## src/rtl/io_port_pkg.sv

```systemverilog
// Shared types and constants for the buffered CPU I/O port.
// Optional feature macro used by io_port_unit: IO_PORT_TIMEOUT_EN.
package io_port_pkg;

   localparam int unsigned DEFAULT_DEPTH  = 4;
   localparam int unsigned DEFAULT_WIDTH  = 16;
   localparam int unsigned TIMEOUT_CYCLES = 255;
   localparam int unsigned TIMER_W        = 8;

   typedef enum logic [1:0] {
      IDLE     = 2'd0,
      IN_WAIT  = 2'd1,
      OUT_WAIT = 2'd2,
      ACK      = 2'd3
   } state_e;

endpackage

```

## src/rtl/io_port_if.sv

```systemverilog
// CPU handshake and device stream bundle of the I/O port.
// slave = the port unit, master = CPU plus board-level devices.
interface io_port_if #(
   parameter int unsigned DEPTH = io_port_pkg::DEFAULT_DEPTH,
   parameter int unsigned WIDTH = io_port_pkg::DEFAULT_WIDTH
) ();

   logic                    cpu_in_req;
   logic [WIDTH-1:0]        cpu_in_data;
   logic                    cpu_in_ack;
   logic                    cpu_out_req;
   logic [WIDTH-1:0]        cpu_out_data;
   logic                    cpu_out_ack;
   logic                    cpu_timeout;
   logic                    ext_in_valid;
   logic                    ext_in_ready;
   logic [WIDTH-1:0]        ext_in_data;
   logic                    ext_out_valid;
   logic                    ext_out_ready;
   logic [WIDTH-1:0]        ext_out_data;
   logic [$clog2(DEPTH):0]  in_count;
   logic [$clog2(DEPTH):0]  out_count;

   modport slave (
      input  cpu_in_req, cpu_out_req, cpu_out_data,
      input  ext_in_valid, ext_in_data, ext_out_ready,
      output cpu_in_data, cpu_in_ack, cpu_out_ack, cpu_timeout,
      output ext_in_ready, ext_out_valid, ext_out_data,
      output in_count, out_count
   );

   modport master (
      output cpu_in_req, cpu_out_req, cpu_out_data,
      output ext_in_valid, ext_in_data, ext_out_ready,
      input  cpu_in_data, cpu_in_ack, cpu_out_ack, cpu_timeout,
      input  ext_in_ready, ext_out_valid, ext_out_data,
      input  in_count, out_count
   );

endinterface

```

## src/rtl/io_fifo.sv

```systemverilog
// Synchronous FIFO with registered occupancy and combinational head word.
// Push when full and pop when empty are ignored; storage is not reset.
module io_fifo #(
   parameter int unsigned DEPTH = 4,
   parameter int unsigned WIDTH = 16
) (
   input  logic                   clock,
   input  logic                   reset,
   input  logic                   push,
   input  logic                   pop,
   input  logic [WIDTH-1:0]       wdata,
   output logic [WIDTH-1:0]       rdata,
   output logic                   full,
   output logic                   empty,
   output logic [$clog2(DEPTH):0] count
);

   localparam int unsigned AW = $clog2(DEPTH);
   localparam int unsigned CW = AW + 1;

   logic [WIDTH-1:0] mem [DEPTH];
   logic [AW-1:0]    wr_ptr;
   logic [AW-1:0]    rd_ptr;
   logic [CW-1:0]    cnt;
   logic             push_ok;
   logic             pop_ok;

   assign full    = (cnt == CW'(DEPTH));
   assign empty   = (cnt == '0);
   assign push_ok = push && !full;
   assign pop_ok  = pop && !empty;

   // Pointers wrap naturally since DEPTH is a power of two
   always_ff @(posedge clock) begin
      if (reset) begin
         wr_ptr <= '0;
         rd_ptr <= '0;
         cnt    <= '0;
      end else begin
         if (push_ok) wr_ptr <= wr_ptr + AW'(1);
         if (pop_ok)  rd_ptr <= rd_ptr + AW'(1);
         case ({push_ok, pop_ok})
            2'b10:   cnt <= cnt + CW'(1);
            2'b01:   cnt <= cnt - CW'(1);
            default: cnt <= cnt;
         endcase
      end
   end

   always_ff @(posedge clock) begin
      if (push_ok) mem[wr_ptr] <= wdata;
   end

   assign rdata = mem[rd_ptr];
   assign count = cnt;

endmodule

```

## src/rtl/io_port_unit.sv

```systemverilog
// Buffered I/O port servicing the CPU IN/OUT handshake over two FIFOs.
// Define IO_PORT_TIMEOUT_EN to force-ack requests stuck waiting too long.
module io_port_unit
   import io_port_pkg::*;
#(
   parameter int unsigned DEPTH = DEFAULT_DEPTH,
   parameter int unsigned WIDTH = DEFAULT_WIDTH
) (
   input logic      clock,
   input logic      reset,
   io_port_if.slave bus
);

   localparam int unsigned CW = $clog2(DEPTH) + 1;

   state_e           state;
   state_e           state_next;

   logic             in_push, in_pop, in_full, in_empty;
   logic             out_push, out_pop, out_full, out_empty;
   logic [WIDTH-1:0] in_head, out_head;
   logic [CW-1:0]    in_cnt, out_cnt;

   logic             in_ack_d, out_ack_d, timeout_d, data_load, expired;
   logic [WIDTH-1:0] data_d;
   logic             in_ack_q, out_ack_q, timeout_q;
   logic [WIDTH-1:0] in_data_q;

   assign in_push = bus.ext_in_valid && !in_full;
   assign out_pop = bus.ext_out_ready && !out_empty;

   io_fifo #(.DEPTH(DEPTH), .WIDTH(WIDTH)) u_in_fifo (
      .clock (clock),
      .reset (reset),
      .push  (in_push),
      .pop   (in_pop),
      .wdata (bus.ext_in_data),
      .rdata (in_head),
      .full  (in_full),
      .empty (in_empty),
      .count (in_cnt)
   );

   io_fifo #(.DEPTH(DEPTH), .WIDTH(WIDTH)) u_out_fifo (
      .clock (clock),
      .reset (reset),
      .push  (out_push),
      .pop   (out_pop),
      .wdata (bus.cpu_out_data),
      .rdata (out_head),
      .full  (out_full),
      .empty (out_empty),
      .count (out_cnt)
   );

`ifdef IO_PORT_TIMEOUT_EN
   // Counts cycles spent waiting; zero whenever outside the wait states
   logic [TIMER_W-1:0] timer;

   always_ff @(posedge clock) begin
      if (reset || (state != IN_WAIT && state != OUT_WAIT)) timer <= '0;
      else                                                  timer <= timer + TIMER_W'(1);
   end

   assign expired = (timer == TIMER_W'(TIMEOUT_CYCLES - 1));
`else
   assign expired = 1'b0;
`endif

   always_ff @(posedge clock) begin
      if (reset) begin
         state     <= IDLE;
         in_ack_q  <= 1'b0;
         out_ack_q <= 1'b0;
         timeout_q <= 1'b0;
         in_data_q <= '0;
      end else begin
         state     <= state_next;
         in_ack_q  <= in_ack_d;
         out_ack_q <= out_ack_d;
         timeout_q <= timeout_d;
         if (data_load) in_data_q <= data_d;
      end
   end

   // FIFO full/empty come from registered counts: no same-cycle bypass
   always_comb begin
      state_next = state;
      in_pop     = 1'b0;
      out_push   = 1'b0;
      in_ack_d   = 1'b0;
      out_ack_d  = 1'b0;
      timeout_d  = 1'b0;
      data_load  = 1'b0;
      data_d     = in_head;
      case (state)
         IDLE: begin
            if (bus.cpu_in_req) begin
               if (!in_empty) begin
                  in_pop     = 1'b1;
                  data_load  = 1'b1;
                  in_ack_d   = 1'b1;
                  state_next = ACK;
               end else begin
                  state_next = IN_WAIT;
               end
            end else if (bus.cpu_out_req) begin
               if (!out_full) begin
                  out_push   = 1'b1;
                  out_ack_d  = 1'b1;
                  state_next = ACK;
               end else begin
                  state_next = OUT_WAIT;
               end
            end
         end
         IN_WAIT: begin
            if (!in_empty) begin
               in_pop     = 1'b1;
               data_load  = 1'b1;
               in_ack_d   = 1'b1;
               state_next = ACK;
            end else if (expired) begin
               data_load  = 1'b1;
               data_d     = '0;
               in_ack_d   = 1'b1;
               timeout_d  = 1'b1;
               state_next = ACK;
            end
         end
         OUT_WAIT: begin
            if (!out_full) begin
               out_push   = 1'b1;
               out_ack_d  = 1'b1;
               state_next = ACK;
            end else if (expired) begin
               out_ack_d  = 1'b1;
               timeout_d  = 1'b1;
               state_next = ACK;
            end
         end
         ACK:     state_next = IDLE;
         default: state_next = IDLE;
      endcase
   end

   assign bus.cpu_in_data   = in_data_q;
   assign bus.cpu_in_ack    = in_ack_q;
   assign bus.cpu_out_ack   = out_ack_q;
   assign bus.cpu_timeout   = timeout_q;
   assign bus.ext_in_ready  = !in_full;
   assign bus.ext_out_valid = !out_empty;
   assign bus.ext_out_data  = out_head;
   assign bus.in_count      = in_cnt;
   assign bus.out_count     = out_cnt;

endmodule

```

## src/flat_wrapper.sv

```systemverilog
// flat-port wrapper written by rule: the top's interface ports become plain ports
module io_port_unit_flat import io_port_pkg::*;
#(
   parameter int unsigned DEPTH = DEFAULT_DEPTH,
   parameter int unsigned WIDTH = DEFAULT_WIDTH
)
  (clock, reset, bus_cpu_in_req, bus_cpu_out_req, bus_cpu_out_data, bus_ext_in_valid, bus_ext_in_data, bus_ext_out_ready, bus_cpu_in_data, bus_cpu_in_ack, bus_cpu_out_ack, bus_cpu_timeout, bus_ext_in_ready, bus_ext_out_valid, bus_ext_out_data, bus_in_count, bus_out_count);
  io_port_if #(.DEPTH(DEPTH), .WIDTH(WIDTH)) bus_i ();
  input logic clock;
  input logic reset;
  input wire logic [$bits(bus_i.cpu_in_req)-1:0] bus_cpu_in_req;
  input wire logic [$bits(bus_i.cpu_out_req)-1:0] bus_cpu_out_req;
  input wire logic [$bits(bus_i.cpu_out_data)-1:0] bus_cpu_out_data;
  input wire logic [$bits(bus_i.ext_in_valid)-1:0] bus_ext_in_valid;
  input wire logic [$bits(bus_i.ext_in_data)-1:0] bus_ext_in_data;
  input wire logic [$bits(bus_i.ext_out_ready)-1:0] bus_ext_out_ready;
  output wire logic [$bits(bus_i.cpu_in_data)-1:0] bus_cpu_in_data;
  output wire logic [$bits(bus_i.cpu_in_ack)-1:0] bus_cpu_in_ack;
  output wire logic [$bits(bus_i.cpu_out_ack)-1:0] bus_cpu_out_ack;
  output wire logic [$bits(bus_i.cpu_timeout)-1:0] bus_cpu_timeout;
  output wire logic [$bits(bus_i.ext_in_ready)-1:0] bus_ext_in_ready;
  output wire logic [$bits(bus_i.ext_out_valid)-1:0] bus_ext_out_valid;
  output wire logic [$bits(bus_i.ext_out_data)-1:0] bus_ext_out_data;
  output wire logic [$bits(bus_i.in_count)-1:0] bus_in_count;
  output wire logic [$bits(bus_i.out_count)-1:0] bus_out_count;
  assign bus_i.cpu_in_req = bus_cpu_in_req;
  assign bus_i.cpu_out_req = bus_cpu_out_req;
  assign bus_i.cpu_out_data = bus_cpu_out_data;
  assign bus_i.ext_in_valid = bus_ext_in_valid;
  assign bus_i.ext_in_data = bus_ext_in_data;
  assign bus_i.ext_out_ready = bus_ext_out_ready;
  assign bus_cpu_in_data = bus_i.cpu_in_data;
  assign bus_cpu_in_ack = bus_i.cpu_in_ack;
  assign bus_cpu_out_ack = bus_i.cpu_out_ack;
  assign bus_cpu_timeout = bus_i.cpu_timeout;
  assign bus_ext_in_ready = bus_i.ext_in_ready;
  assign bus_ext_out_valid = bus_i.ext_out_valid;
  assign bus_ext_out_data = bus_i.ext_out_data;
  assign bus_in_count = bus_i.in_count;
  assign bus_out_count = bus_i.out_count;
  io_port_unit #(.DEPTH(DEPTH), .WIDTH(WIDTH)) u_core (.clock(clock), .reset(reset), .bus(bus_i));
endmodule
```

## config.mk

```make
export PLATFORM = sky130hd
export DESIGN_NAME = io_port_unit_flat
export DESIGN_NICKNAME = d
export VERILOG_FILES = /design/src/rtl/io_port_pkg.sv /design/src/rtl/io_port_if.sv /design/src/rtl/io_fifo.sv /design/src/rtl/io_port_unit.sv /design/src/flat_wrapper.sv
export SDC_FILE = /design/constraint.sdc
export NUM_CORES = 1
export LEC_CHECK = 0
export ABC_AREA = 1
export BUFFER_PORTS_ARGS = -buffer_cell sky130_fd_sc_hd__buf_2
export CAP_MARGIN = 0
export CORE_MARGIN = 2
export CORE_UTILIZATION = 55
export CTS_CLUSTER_DIAMETER = 60
export DETAILED_ROUTE_END_ITERATION = 16
export HOLD_SLACK_MARGIN = 0.06
export PLACE_DENSITY_LB_ADDON = 0.08
export SYNTH_ARGS = -nofsm -noshare
export SYNTH_HDL_FRONTEND = slang
export SYNTH_HIERARCHICAL = 1
export SYNTH_SLANG_ARGS = --single-unit
```

## constraint.sdc

```tcl
create_clock -name clock -period 6.14 [get_ports clock]
set_input_delay 1.228 -clock clock [delete_from_list [all_inputs] [get_ports clock]]
set_output_delay 1.228 -clock clock [all_outputs]
set_load 0.05 [all_outputs]
```

**After elaboration in Yosys (flattened, before gate mapping)**

Memories as Yosys holds them, arrays and structs flattened. A register that Yosys moved wholly into a read port is not among the register bits.
Cells that the tools add are included.

- Add/sub/neg operators: 8
- Eq/ne operators: 12
- Mux-type cells: 22
- Reduce and logical (&&, ||, !) cells: 16

Operator list:

| cell | count |
|---|---|
| $mux 2 | 7 |
| $pmux 3 s2 | 2 |
| $mux 1 | 10 |
| $add 2x1->2 const B | 4 |
| $eq 2x2->1 const B | 4 |
| $pmux 2 s4 | 1 |
| $add 3x1->3 const B | 2 |
| $eq 2x1->1 const B | 3 |
| $eq 3x3->1 const B | 2 |
| $logic_and 1x1->1 | 6 |
| $logic_not 3->1 | 2 |
| $sub 3x1->3 const B | 2 |
| $logic_not 1->1 | 4 |
| $ne 2x2->1 const B | 2 |
| $pmux 1 s2 | 2 |
| $reduce_bool 2->1 | 2 |
| $ne 3x3->1 const B | 1 |
| $reduce_and 3->1 | 1 |
| $logic_not 2->1 | 1 |

- Register bits after elaboration: 18
- Bits in writable memories: 128
- Input bits: 38
- Memories: 2

Memories:

| name | depth | width | rd ports | clocked after memory_dff | write ports | RTL line | source |
|---|---|---|---|---|---|---|---|
| u_core.u_in_fifo.mem | 4 | 16 | 1 | 1 | 1 | io_fifo.sv:21 | `logic [WIDTH-1:0] mem [DEPTH];` |
| u_core.u_out_fifo.mem | 4 | 16 | 1 | 1 | 1 | io_fifo.sv:21 |  |

**Depth between registers and ports, before layout**

Gate-level depths: netlist of the first run.

- Word-level depth: 8
- Gate-level depth with buffers: 18

**Hierarchy**

The synthesis of the first run kept the hierarchy.

By module, submodules not included:

| module | instances | cells an instance | area an instance (µm²) | seq. area each (µm²) |
|---|---|---|---|---|
| io_fifo | 2 | 224 | 2,849.0 | 2,102.0 |
| io_port_unit | 1 | 123 | 890.9 | 400.4 |

**Least setup slack after synthesis of the first run**

OpenSTA, ideal clock, no wires.

- Path type: input-to-reg
- From: in bus_cpu_in_req
- To: mem u_core.u_out_fifo.mem[0][0] (enable)
- Library setup time: 389 ps
- Arrival time: 2,423 ps
- Path slack: 3,328 ps
- Stages on the path: 7
- Path through: inv_1 > nand3_1 > nand2_1 > inv_1 > nor2_1 > nand2_2 > nor2_1

- Cells in the longest elaborated chain, start to end: 5

Ends and longest elaborated chain:

| element | RTL line | source |
|---|---|---|
| from (decl) | flat_wrapper.sv:11 | `input wire logic [$bits(bus_i.cpu_in_req)-1:0] bus_cpu_in_req;` |
| $mux 1 | -- |  |
| $pmux 1 s2 | -- |  |
| named net u_core.out_ack_d | io_port_unit.sv:24 | `logic in_ack_d, out_ack_d, timeout_d, data_load, expired;` |
| $logic_and 1x1->1 | io_fifo.sv:30 | `assign push_ok = push && !full;` |
| $mux 1 | io_fifo.sv:51 | `if (push_ok) mem[wr_ptr] <= wdata;` |
| $mux 1 (implied by the code) | io_fifo.sv:51 |  |
| to (decl) | io_fifo.sv:21 |  |

The timed path passes the listed nets, and every way through them passes these cells.

==> run metrics, run 1 <==
status=finished, final reports clean; fmax=~0.26 GHz; ANT nets after route=0; vias in the first global route=4244; Synth cell types=23; utilization after layout=65.91%; Total Routing Usage GR=~20%; routed len/inst=15.60 um; placer congestion estimate=0.7493; DR iter-0 viols=307; first-pass detailed-route iteration total=6; Synth Net Count=625; total design power=3.802 mW; number of synthesis warnings=6; Initial Util=56.97%; Vias=4265; CTS tree=built; hold depth=2; Ant. Diodes=0; part of the cycle the worst path needs=between 60% and 70%; clk slew on worst S/H paths=~0.06 ns; core area=0.01156 sq mm; CP Launch Type=register; RSZ-0062 raised after global routing=false; hold buffers post-CTS=0; CP max FO=33; Core Rows=39; clock buffer depth=2; Via density=5.272; mapped cell area=0.006589 sq mm; leakage=2.987 nW; layout cells sized above 1=19.52%; pin count of the biggest net entering global routing=34; die width=about 110 um; critical path class=reg -> out; Hold Vio Cnt, Final=0; Reg2Reg Depth=17; Worst EP required=between 4 and 5 ns; fin crit period=3.859 ns; CP Capture Type=output port; Avg Cell Area, Syn=11.54 sq um; Final Max Tran Viols=0; TritonCTS buffer count=17; CTS sink cnt=166; Clock Skew=0.004148 ns; Clock Latency Late Sink=0.41 ns; Setup WS pre-CTS=roughly 2.7 ns; Fill cells=878; first-pass GRT wire length=20150 um; post-route worst setup slack=2.281 ns; htree depth=4; Pwr Density=498.8 mW/mm^2; Seq/Total Area, Yosys=69.88%; DP HPWL=between 8000 and 9000 um; register bit total from synthesis=166; Max-Cap Viols=0; Cells after Synth=571; DIE AREA=roughly 0.013 sq mm; final net count=708; worst vdd ir=about 0.3 mV; Arr. time, crit path=2.63 ns; # Post-CTS Setup Buffers=0; wirelength, routed=12620 um; hold crit path type=reg -> reg; post-route DRC violation count=0; Die Y=between 100 and 150 um; CTS root buf=clkbuf_16; initial antenna violation count=1; # IOs=81; remaining global-route overflow=0; Slew @ Worst Pin=1.129 ns; TNS Setup=0 ns; final setup vio count=0; post-cts sizing count=0; IO Port Bufs=79; Layout area overhead=15.69%; Slew HR=24.63%
[kinds of logic after synthesis]
logic type | count (synthesis) | share of synthesized area [%]
AO/OA/AOI/OAI | 126 | 10.18
adder cells (fa/ha/maj) | 16 | 3.266
flip-flops | 166 | 69.88
AND/OR/NAND/NOR | 187 | 11.37
other | 1 | 0.05691
buffers and inverters | 75 | 5.241
[cell usage after synthesis]
library cell | number | area, sq um
nor3_1 | 1 | 5.000
inv_1 | 48 | 180.2
ha_1 | 14 | 175.2
o21ai_0 | 19 | 95.09
dfxtp_1 | 38 | 760.7
buf_4 | 5 | 37.54
edfxtp_1 | 128 | 3844
o22ai_1 | 32 | 200.2
nor2_1 | 120 | 450.4
inv_6 | 1 | 8.760
fa_1 | 2 | 40.04
a21oi_1 | 10 | 50.05
nor2_2 | 5 | 31.28
nand3_1 | 11 | 55.05
nand2_2 | 5 | 31.28
inv_2 | 6 | 22.52
conb_1 | 1 | 3.750
nand2_4 | 1 | 11.26
buf_12 | 1 | 20.02
o21ai_1 | 65 | 325.3
buf_2 | 13 | 65.06
nand2_1 | 44 | 165.2
buf_6 | 1 | 11.26
[critical path: stages (launching register included)]
cell,delay (ns)
dfxtp_1,1.07
inv_2,0.51
o21ai_0,0.32
o22ai_1,0.09
buf_2,0.22
[routing by layer]
layer  wire (um)  global-route usage (%)
met3         522                   4.942
met1        5224                   23.20
met2        6625                   37.45
met5          11                       0
met4         234                   8.780
[per-stage QoR]
step | hold WS [ns] | cells | cell area (sq um)
floorplan | 0.4587 | 571 | 6589
global placement | 0.4632 | 778 | 7077
detailed placement | 0.4724 | 778 | 7077
CTS | 0.4858 | 809 | 7622
global route | 0.5065 | 809 | 7622
finish | 0.4791 | 809 | 7622
[sequential cells by signal (all words and copies together), names as in the netlist, 3 cells and up, named ones only]
register	flops
u_core/u_in_fifo/count	3
u_core/u_in_fifo/mem	64
u_core/bus.cpu_in_data	16
u_core/u_out_fifo/mem	64
u_core/u_out_fifo/count	3
[cells in the final DEF (no fill, tap or decap)]
cell type / count
clkbuf_16: 17
nand2_2: 5
bufinv_16: 2
nor3_1: 1
inv_2: 6
clkinvlp_4: 2
nand2_4: 1
dfxtp_1: 38
buf_4: 5
o21ai_1: 65
clkinv_1: 4
conb_1: 1
nand3_1: 11
o21ai_0: 19
fa_1: 2
inv_1: 48
a21oi_1: 10
nor2_1: 116
edfxtp_1: 128
nor2_2: 9
inv_6: 2
clkinv_2: 2
ha_1: 14
clkbuf_1: 3
nand2_1: 44
buf_2: 79
o22ai_1: 32
[area by class of cell]
cell class | count | area (sq um) | share of cell area (%)
well taps | 143 | 178.9 | 2.347
multi-input cells | 330 | 1649 | 21.63
clock buffers | 20 | 436.7 | 5.729
repair buffers | 84 | 432.9 | 5.680
flip-flops and latches | 166 | 4604 | 60.41
inverters | 55 | 211.5 | 2.774
clock inverters | 11 | 108.9 | 1.428
[worst paths after layout]
path / start / to / slack [ns]
setup reg to reg: u_core/u_in_fifo/count[1]$_SDFFE_PP0P_ / u_core/u_in_fifo/count[2]$_SDFFE_PP0P_ / 3.70
hold reg to reg: u_core/bus.cpu_in_data[8]$_SDFFE_PP0P_ / u_core/bus.cpu_in_data[8]$_SDFFE_PP0P_ / 0.48
hold / removal: u_core/bus.cpu_in_data[8]$_SDFFE_PP0P_ / u_core/bus.cpu_in_data[8]$_SDFFE_PP0P_ / 0.48
setup / recovery: register / bus_ext_out_data[7] / 2.28
[report_power, final]
| part | total [mW] | switching (mW) | internal (mW) | leakage (nW) |
|---|---|---|---|---|
| sequential | 1.52 | 0.0967 | 1.42 | 1.48 |
| clock | 0.983 | 0.394 | 0.590 | 0.260 |
| combinational | 1.30 | 0.986 | 0.312 | 1.25 |
(Power assumes the default switching activity.)
==> run 2, diff against run 1 <==
--- a/config.mk
+++ b/config.mk
@@ -5,11 +5,11 @@
 export SDC_FILE = /design/constraint.sdc
 export NUM_CORES = 1
 export LEC_CHECK = 0
-export ABC_AREA = 1
+export ABC_AREA = 0
 export BUFFER_PORTS_ARGS = -buffer_cell sky130_fd_sc_hd__buf_2
 export CAP_MARGIN = 0
 export CORE_MARGIN = 2
-export CORE_UTILIZATION = 55
+export CORE_UTILIZATION = 52
 export CTS_CLUSTER_DIAMETER = 60
 export DETAILED_ROUTE_END_ITERATION = 16
 export HOLD_SLACK_MARGIN = 0.06
==> constraint.sdc (replaced) <==
create_clock -name clock -period 3.3 [get_ports clock]
set_input_delay 0.66 -clock clock [delete_from_list [all_inputs] [get_ports clock]]
set_output_delay 0.66 -clock clock [all_outputs]
set_load 0.05 [all_outputs]
==> run 2 against run 1 <==
  * Register-to-register slack got worse by 2.9 ns
  * Critical path depth fell by 2
  * Worst hold slack got worse by 0.018 ns
  * Sequential power rose by 80%
  * Total power rose by 75%
  * Critical path type unchanged
  * Largest power group unchanged
==> run metrics, run 2 <==
post-route worst setup slack=0.7462 ns (-1.535 ns); final net count=527 (-26%); hold depth=1 (-1); footprint of the multi-input gates=0.001839 sq mm (+12%); layout cells sized above 1=30.25% (+11 points); Fin Hold WS=0.4611 ns (-0.01800 ns); initial antenna violation count=0 (-1); DR iter-0 viols=174 (-43%); critical path class=reg -> out; pin count of the biggest net entering global routing=32 (-5.9%); Slew @ Worst Pin=0.8007 ns (-0.3283 ns); Ant. Diodes=0 (unchanged); core area=0.01257 sq mm (+8.7%); most frequent cells in the layout=128 x edfxtp_1, 79 x buf_2, 38 x dfxtp_1; # Post-CTS Setup Buffers=0 (unchanged); CTS tree=built; first-pass detailed-route iteration total=4 (-2); Die Y=117.1 um (+3.2%); status=finished, final reports clean; clk slew on worst S/H paths=0.06 ns (about the same); EDFF count, synth=128 (unchanged); Clock Latency Late Sink=0.41 ns (about the same); wirelength, routed=11030 um (-13%); post-cts sizing count=0 (unchanged); Total Routing Usage GR=16.98% (-3.6 points); Reg2Reg Depth=13 (-4); Post-DP Area=0.007231 sq mm (+2.2%); ys flop type=edfxtp_1; Core Rows=41 (+5.1%); placed instance count=626 (-20%); post-route insts no fill=658 (-19%); TNS Setup=0 ns (unchanged); Final Max Tran Viols=0 (unchanged); mapped cell area=0.006650 sq mm (+0.93%); CP max FO=16 (-52%); Synth top area share=57.80% (-0.54 points); die width=117.1 um (+3.2%); Synth cell types=38 (+65%); leakage=2.841 nW (-4.9%); Worst EP required=2.64 ns (-2.27 ns); Slew HR=46.55% (+22 points); post-route DRC violation count=0 (unchanged); leading cell type in the layout, fill and taps excluded=edfxtp_1; top post-synthesis cells by area=edfxtp_1 58%, dfxtp_1 11%, mux4_2 6.8%, mux4_1 4.7%, nand2b_1 3.4%; hold buffers post-CTS=0 (unchanged); Via density=5.131 (-2.7%); first-pass GRT wire length=16780 um (-17%); register area=0.004604 sq mm (unchanged); fin crit period=2.554 ns; CTS sink cnt=166 (unchanged); area leader, netlist=edfxtp_1; Post-synth top cells=128 x edfxtp_1, 38 x dfxtp_1, 36 x nand2b_1; Synth async-reset ratio=0% (unchanged); worst vdd ir=0.4218 mV (+41%); Synth Net Count=432 (-31%); number of synthesis warnings=6 (unchanged); clock buffer depth=2 (unchanged); CP Capture Type=output port; register bit total from synthesis=166 (unchanged); final setup vio count=0 (unchanged); Pwr Density=847.4 mW/mm^2 (+70%); CTS root buf=clkbuf_16; Setup WS pre-CTS=0.6664 ns (-2.072 ns); vias in the first global route=3313 (-22%); utilization after layout=62.41% (-3.5 points); Arr. time, crit path=1.89 ns (-0.74 ns); Hold Vio Cnt, Final=0 (unchanged); Vias=3376 (-21%); # IOs=81 (unchanged); CP Launch Type=register; remaining global-route overflow=0 (unchanged); TritonCTS buffer count=17 (unchanged); Final Instance Area=0.007844 sq mm (+2.9%); Fill cells=922 (+5.0%); hold crit path type=in -> reg; Clock Skew=0.006299 ns (+0.002151 ns); Seq/Total Area, Yosys=69.24% (-0.64 points); ANT nets after route=0 (unchanged); most common cell in the netlist=edfxtp_1; routed len/inst=16.76 um (+7.4%); placer congestion estimate=0.6931 (-7.5%); Avg Cell Area, Syn=17.59 sq um (+52%); DIE AREA=0.01371 sq mm (+6.5%); fmax=0.3916 GHz; Cells after Synth=378 (-34%); part of the cycle the worst path needs=77.39%; total design power=6.646 mW (+75%); DP HPWL=7004 um (-13%); Max-Cap Viols=0 (unchanged); Initial Util=52.91% (-4.1 points); RSZ-0062 raised after global routing=false; htree depth=4 (unchanged); Layout area overhead=17.95%; IO Port Bufs=79 (unchanged)
run 2: cell count changes in the layout (fill, tap and decap cells not counted), moves of 18 or more:
cell	previous run	this run
nor2_1	116	13
o21ai_1	65	0
nand2_1	44	2
nand2b_1	0	36
o22ai_1	32	0
inv_1	48	21
mux4_2	0	20
mux2i_1	0	18
run 2: cell type report:
type                            count  area share [%]
Inverter                           21           1.005
Clock inverter                     11           2.201
Sequential cell                   166           58.70
Clock buffer                       21           5.615
Tap cell                          172           2.744
Multi-Input combinational cell    175           23.45
Timing Repair Buffer               92           6.285
run 2: metal layers:
metal,vias to the layer above,routed length (um),track usage (%)
met5,-,0,0
met3,10,451,5.201
met1,1680,4644,19.74
li1,1620,-,-
met4,0,98,5.882
met2,66,5832,30.02
run 2: kinds of logic after synthesis:
family	Yosys count	synth area share [%]
mux	50	14.22
fa+ha+maj	16	3.236
simple gates	80	7.263
flops	166	69.24
buf+inv	37	3.104
other cells	1	0.05639
xor+xnor	6	0.7902
compound gates	22	2.088
run 2: power breakdown:
part,leakage (nW),internal (mW),total (mW),switching (mW)
clock,0.286,1.27,2.03,0.764
sequential,1.48,2.59,2.73,0.137
combinational,1.08,0.618,1.88,1.27
run 2: critical path: stages, from the launching register on:
cell and delay (ns):
dfxtp_1 0.82, mux4_2 0.43, buf_2 0.23
run 2: worst paths after layout:
kind	startpoint	to	slack, ns
worst max-delay path	register	bus_ext_out_data[4]	0.75
worst min-delay path	bus_ext_in_data[12]	u_core/u_in_fifo/mem[1][12]$_DFFE_PP_	0.46
worst max register to register	u_core/state[0]$_SDFFE_PP0P_	u_core/u_out_fifo/count[2]$_SDFFE_PP0P_	0.79
worst min register to register	u_core/bus.cpu_in_data[11]$_SDFFE_PP0P_	u_core/bus.cpu_in_data[11]$_SDFFE_PP0P_	0.47
==> run 3, diff against run 2 <==
--- a/config.mk
+++ b/config.mk
@@ -9,7 +9,7 @@
 export BUFFER_PORTS_ARGS = -buffer_cell sky130_fd_sc_hd__buf_2
 export CAP_MARGIN = 0
 export CORE_MARGIN = 2
-export CORE_UTILIZATION = 52
+export CORE_UTILIZATION = 55
 export CTS_CLUSTER_DIAMETER = 60
 export DETAILED_ROUTE_END_ITERATION = 16
 export HOLD_SLACK_MARGIN = 0.06
==> constraint.sdc (replaced) <==
create_clock -name clock -period 2.7 [get_ports clock]
set_input_delay 0.54 -clock clock [delete_from_list [all_inputs] [get_ports clock]]
set_output_delay 0.54 -clock clock [all_outputs]
set_load 0.05 [all_outputs]
==> run 3 against run 2 <==
  * Count of clock-buffer cells in the layout decreased by 4
  * Highest routed layer unchanged
  * Non-clock buffer count up 2
  * Largest cell class unchanged
  * Clock skew barely moved
  * Critical path depth is 11 higher
  * Critical path type is now reg -> reg
  * Global-route usage rose by 0.91 points
  * Sequential power increased by 22%
  * Clock power rose by 16%
==> run metrics, run 3 (synthesized netlist as in run 2, its figures left out) <==
start of the worst register-to-register path=u_core/state[0]$_SDFFE_PP0P_; Setup WS pre-CTS=0.2331 ns (-0.4332 ns); Clock Skew=0.006788 ns (+0.0004888 ns); TNS Setup=0 ns (unchanged); Min-Delay Endpoint=u_core/u_in_fifo/mem[0][3]$_DFFE_PP_; Initial Util=55.83% (+2.9 points); first-pass detailed-route iteration total=4 (unchanged); DR iter-0 viols=156 (-10%); worst vdd ir=0.5512 mV (+31%); combinational power share=28.9% (+0.6 points); htree depth=4 (unchanged); Final Instance Area=0.007805 sq mm (-0.49%); DIE AREA=0.01299 sq mm (-5.3%); hold buffers post-CTS=0 (unchanged); final setup vio count=0 (unchanged); GR Util met3=6.004% (+0.80 points); reg2reg setup slack=0.18 ns (-0.61 ns); GR Util met1=21.01% (+1.3 points); Slew HR=44.79% (-1.8 points); most frequent cells in the layout=128 x edfxtp_1, 79 x buf_2, 36 x nand2b_1; Total Routing Usage GR=17.89% (+0.91 points); DP HPWL=6762 um (-3.5%); Core Rows=40 (-2.4%); # Post-CTS Setup Buffers=0 (unchanged); placer congestion estimate=0.7112 (+2.6%); total design power=8.012 mW (+21%); CTS root buf=clkbuf_16; CP max FO=6 (-10); placed instance count=603 (-3.7%); Vias=3352 (-0.71%); status=finished, final reports clean; part of the cycle the worst path needs=93.34%; CP Launch Type=register; Via density=5.279 (+2.9%); Ant. Diodes=0 (unchanged); post-cts sizing count=0 (unchanged); Final Max Tran Viols=0 (unchanged); reg2reg end=u_core/u_out_fifo/count[2]$_SDFFE_PP0P_; Clock Latency Late Sink=0.41 ns (about the same); Reg2Reg Depth=13 (unchanged); fin crit period=2.520 ns; vias in the first global route=3429 (+3.5%); routed len/inst=17.04 um (+1.7%); hold depth=1 (unchanged); layout cells sized above 1=31.56% (+1.3 points); M2 GR Usage=30.16% (+0.14 points); post-route insts no fill=635 (-3.5%); Internal Power=5.369 mW (+20%); Pwr Density=1027 mW/mm^2 (+21%); Layout area overhead=17.37%; Sw Ratio=32.99% (+0.38 points); pin count of the biggest net entering global routing=47 (+47%); hold crit path type=in -> reg; Fin Hold WS=0.3302 ns (-0.1309 ns); core area=0.01191 sq mm (-5.2%); initial antenna violation count=0 (unchanged); Max-Cap Viols=0 (unchanged); leading cell type in the layout, fill and taps excluded=edfxtp_1; post-route DRC violation count=0 (unchanged); final net count=529 (+0.38%); wirelength, routed=10820 um (-1.9%); fmax=0.3968 GHz; Slew @ Worst Pin=0.8270 ns (+0.02636 ns); utilization after layout=65.53% (+3.1 points); post-route worst setup slack=0.1799 ns (-0.5663 ns); Die Y=114.0 um (-2.7%); critical path class=reg -> reg; layer with the highest usage=met2; Arr. time, crit path=2.87 ns (+0.98 ns); CTS tree=built; die width=114.0 um (-2.7%); # IOs=81 (unchanged); first-pass GRT wire length=17020 um (+1.4%); worst hold start=bus_ext_in_data[3]; clock buffer depth=2 (unchanged); Hold Vio Cnt, Final=0 (unchanged); TritonCTS buffer count=17 (unchanged); sw power=2.643 mW (+22%); IO Port Bufs=79 (unchanged); ANT nets after route=0 (unchanged); Reg power frac=41.7% (+0.7 points); clock power share=29.5% (-1.1 points); remaining global-route overflow=0 (unchanged); leakage=2.860 nW (+0.68%); Post-DP Area=0.007218 sq mm (-0.17%); RSZ-0062 raised after global routing=false; clk slew on worst S/H paths=0.06 ns (about the same); Worst EP required=3.05 ns (+0.41 ns); CP Capture Type=register; CTS sink cnt=166 (unchanged)
[run 3: layout make-up]
type,count,area (sq um)
clock buffers,17,425.4
clock inverters,15,161.4
fillers,840,4106
inverters,21,78.83
multi-input cells,175,1839
flip-flops and latches,166,4608
well taps,147,183.9
repair buffers,94,508.0
[run 3: worst max-delay path by stage]
stage                                            start                                 endpoint  depth (start not counted)
2_1_floorplan  u_core/u_out_fifo/count[2]$_SDFFE_PP0P_  u_core/u_out_fifo/count[2]$_SDFFE_PP0P_                         11
3_3_place_gp                            bus_cpu_in_req  u_core/u_out_fifo/count[2]$_SDFFE_PP0P_                         13
3_5_place_dp                            bus_cpu_in_req  u_core/u_out_fifo/count[2]$_SDFFE_PP0P_                         13
4_1_cts                   u_core/state[0]$_SDFFE_PP0P_  u_core/u_out_fifo/count[2]$_SDFFE_PP0P_                         13
5_1_grt                   u_core/state[0]$_SDFFE_PP0P_  u_core/u_out_fifo/count[2]$_SDFFE_PP0P_                         13
6_report                  u_core/state[0]$_SDFFE_PP0P_  u_core/u_out_fifo/count[2]$_SDFFE_PP0P_                         13
[run 3: per-layer routing]
metal	vias to the layer above	routed length, um	part of all wire, %
li1	1621	-	-
met1	1659	4626	43
met2	64	5533	51
met3	8	498	4.6
met4	0	162	1.5
met5	-	0	0
[run 3: power by group through the flow]
stage | registers, mW | logic [mW] | clock network (mW)
floorplan | 3.76 | 1.45 | 0
global placement | 3.37 | 2.31 | 0
detailed placement | 3.39 | 2.33 | 0
CTS | 3.34 | 2.34 | 2.41
global route | 3.38 | 2.49 | 2.51
finish | 3.34 | 2.31 | 2.36
[run 3: critical path, stage by stage (launching register included)]
cell and delay, ns:
dfxtp_1 0.35, inv_1 0.10, ha_1 0.24, a31oi_1 0.22, nor2_1 0.06, inv_1 0.08
nor2_1 0.10, inv_1 0.07, ha_1 0.17, inv_1 0.06, fa_1 0.37, xor2_1 0.16
or3_1 0.33, a21oi_1 0.15
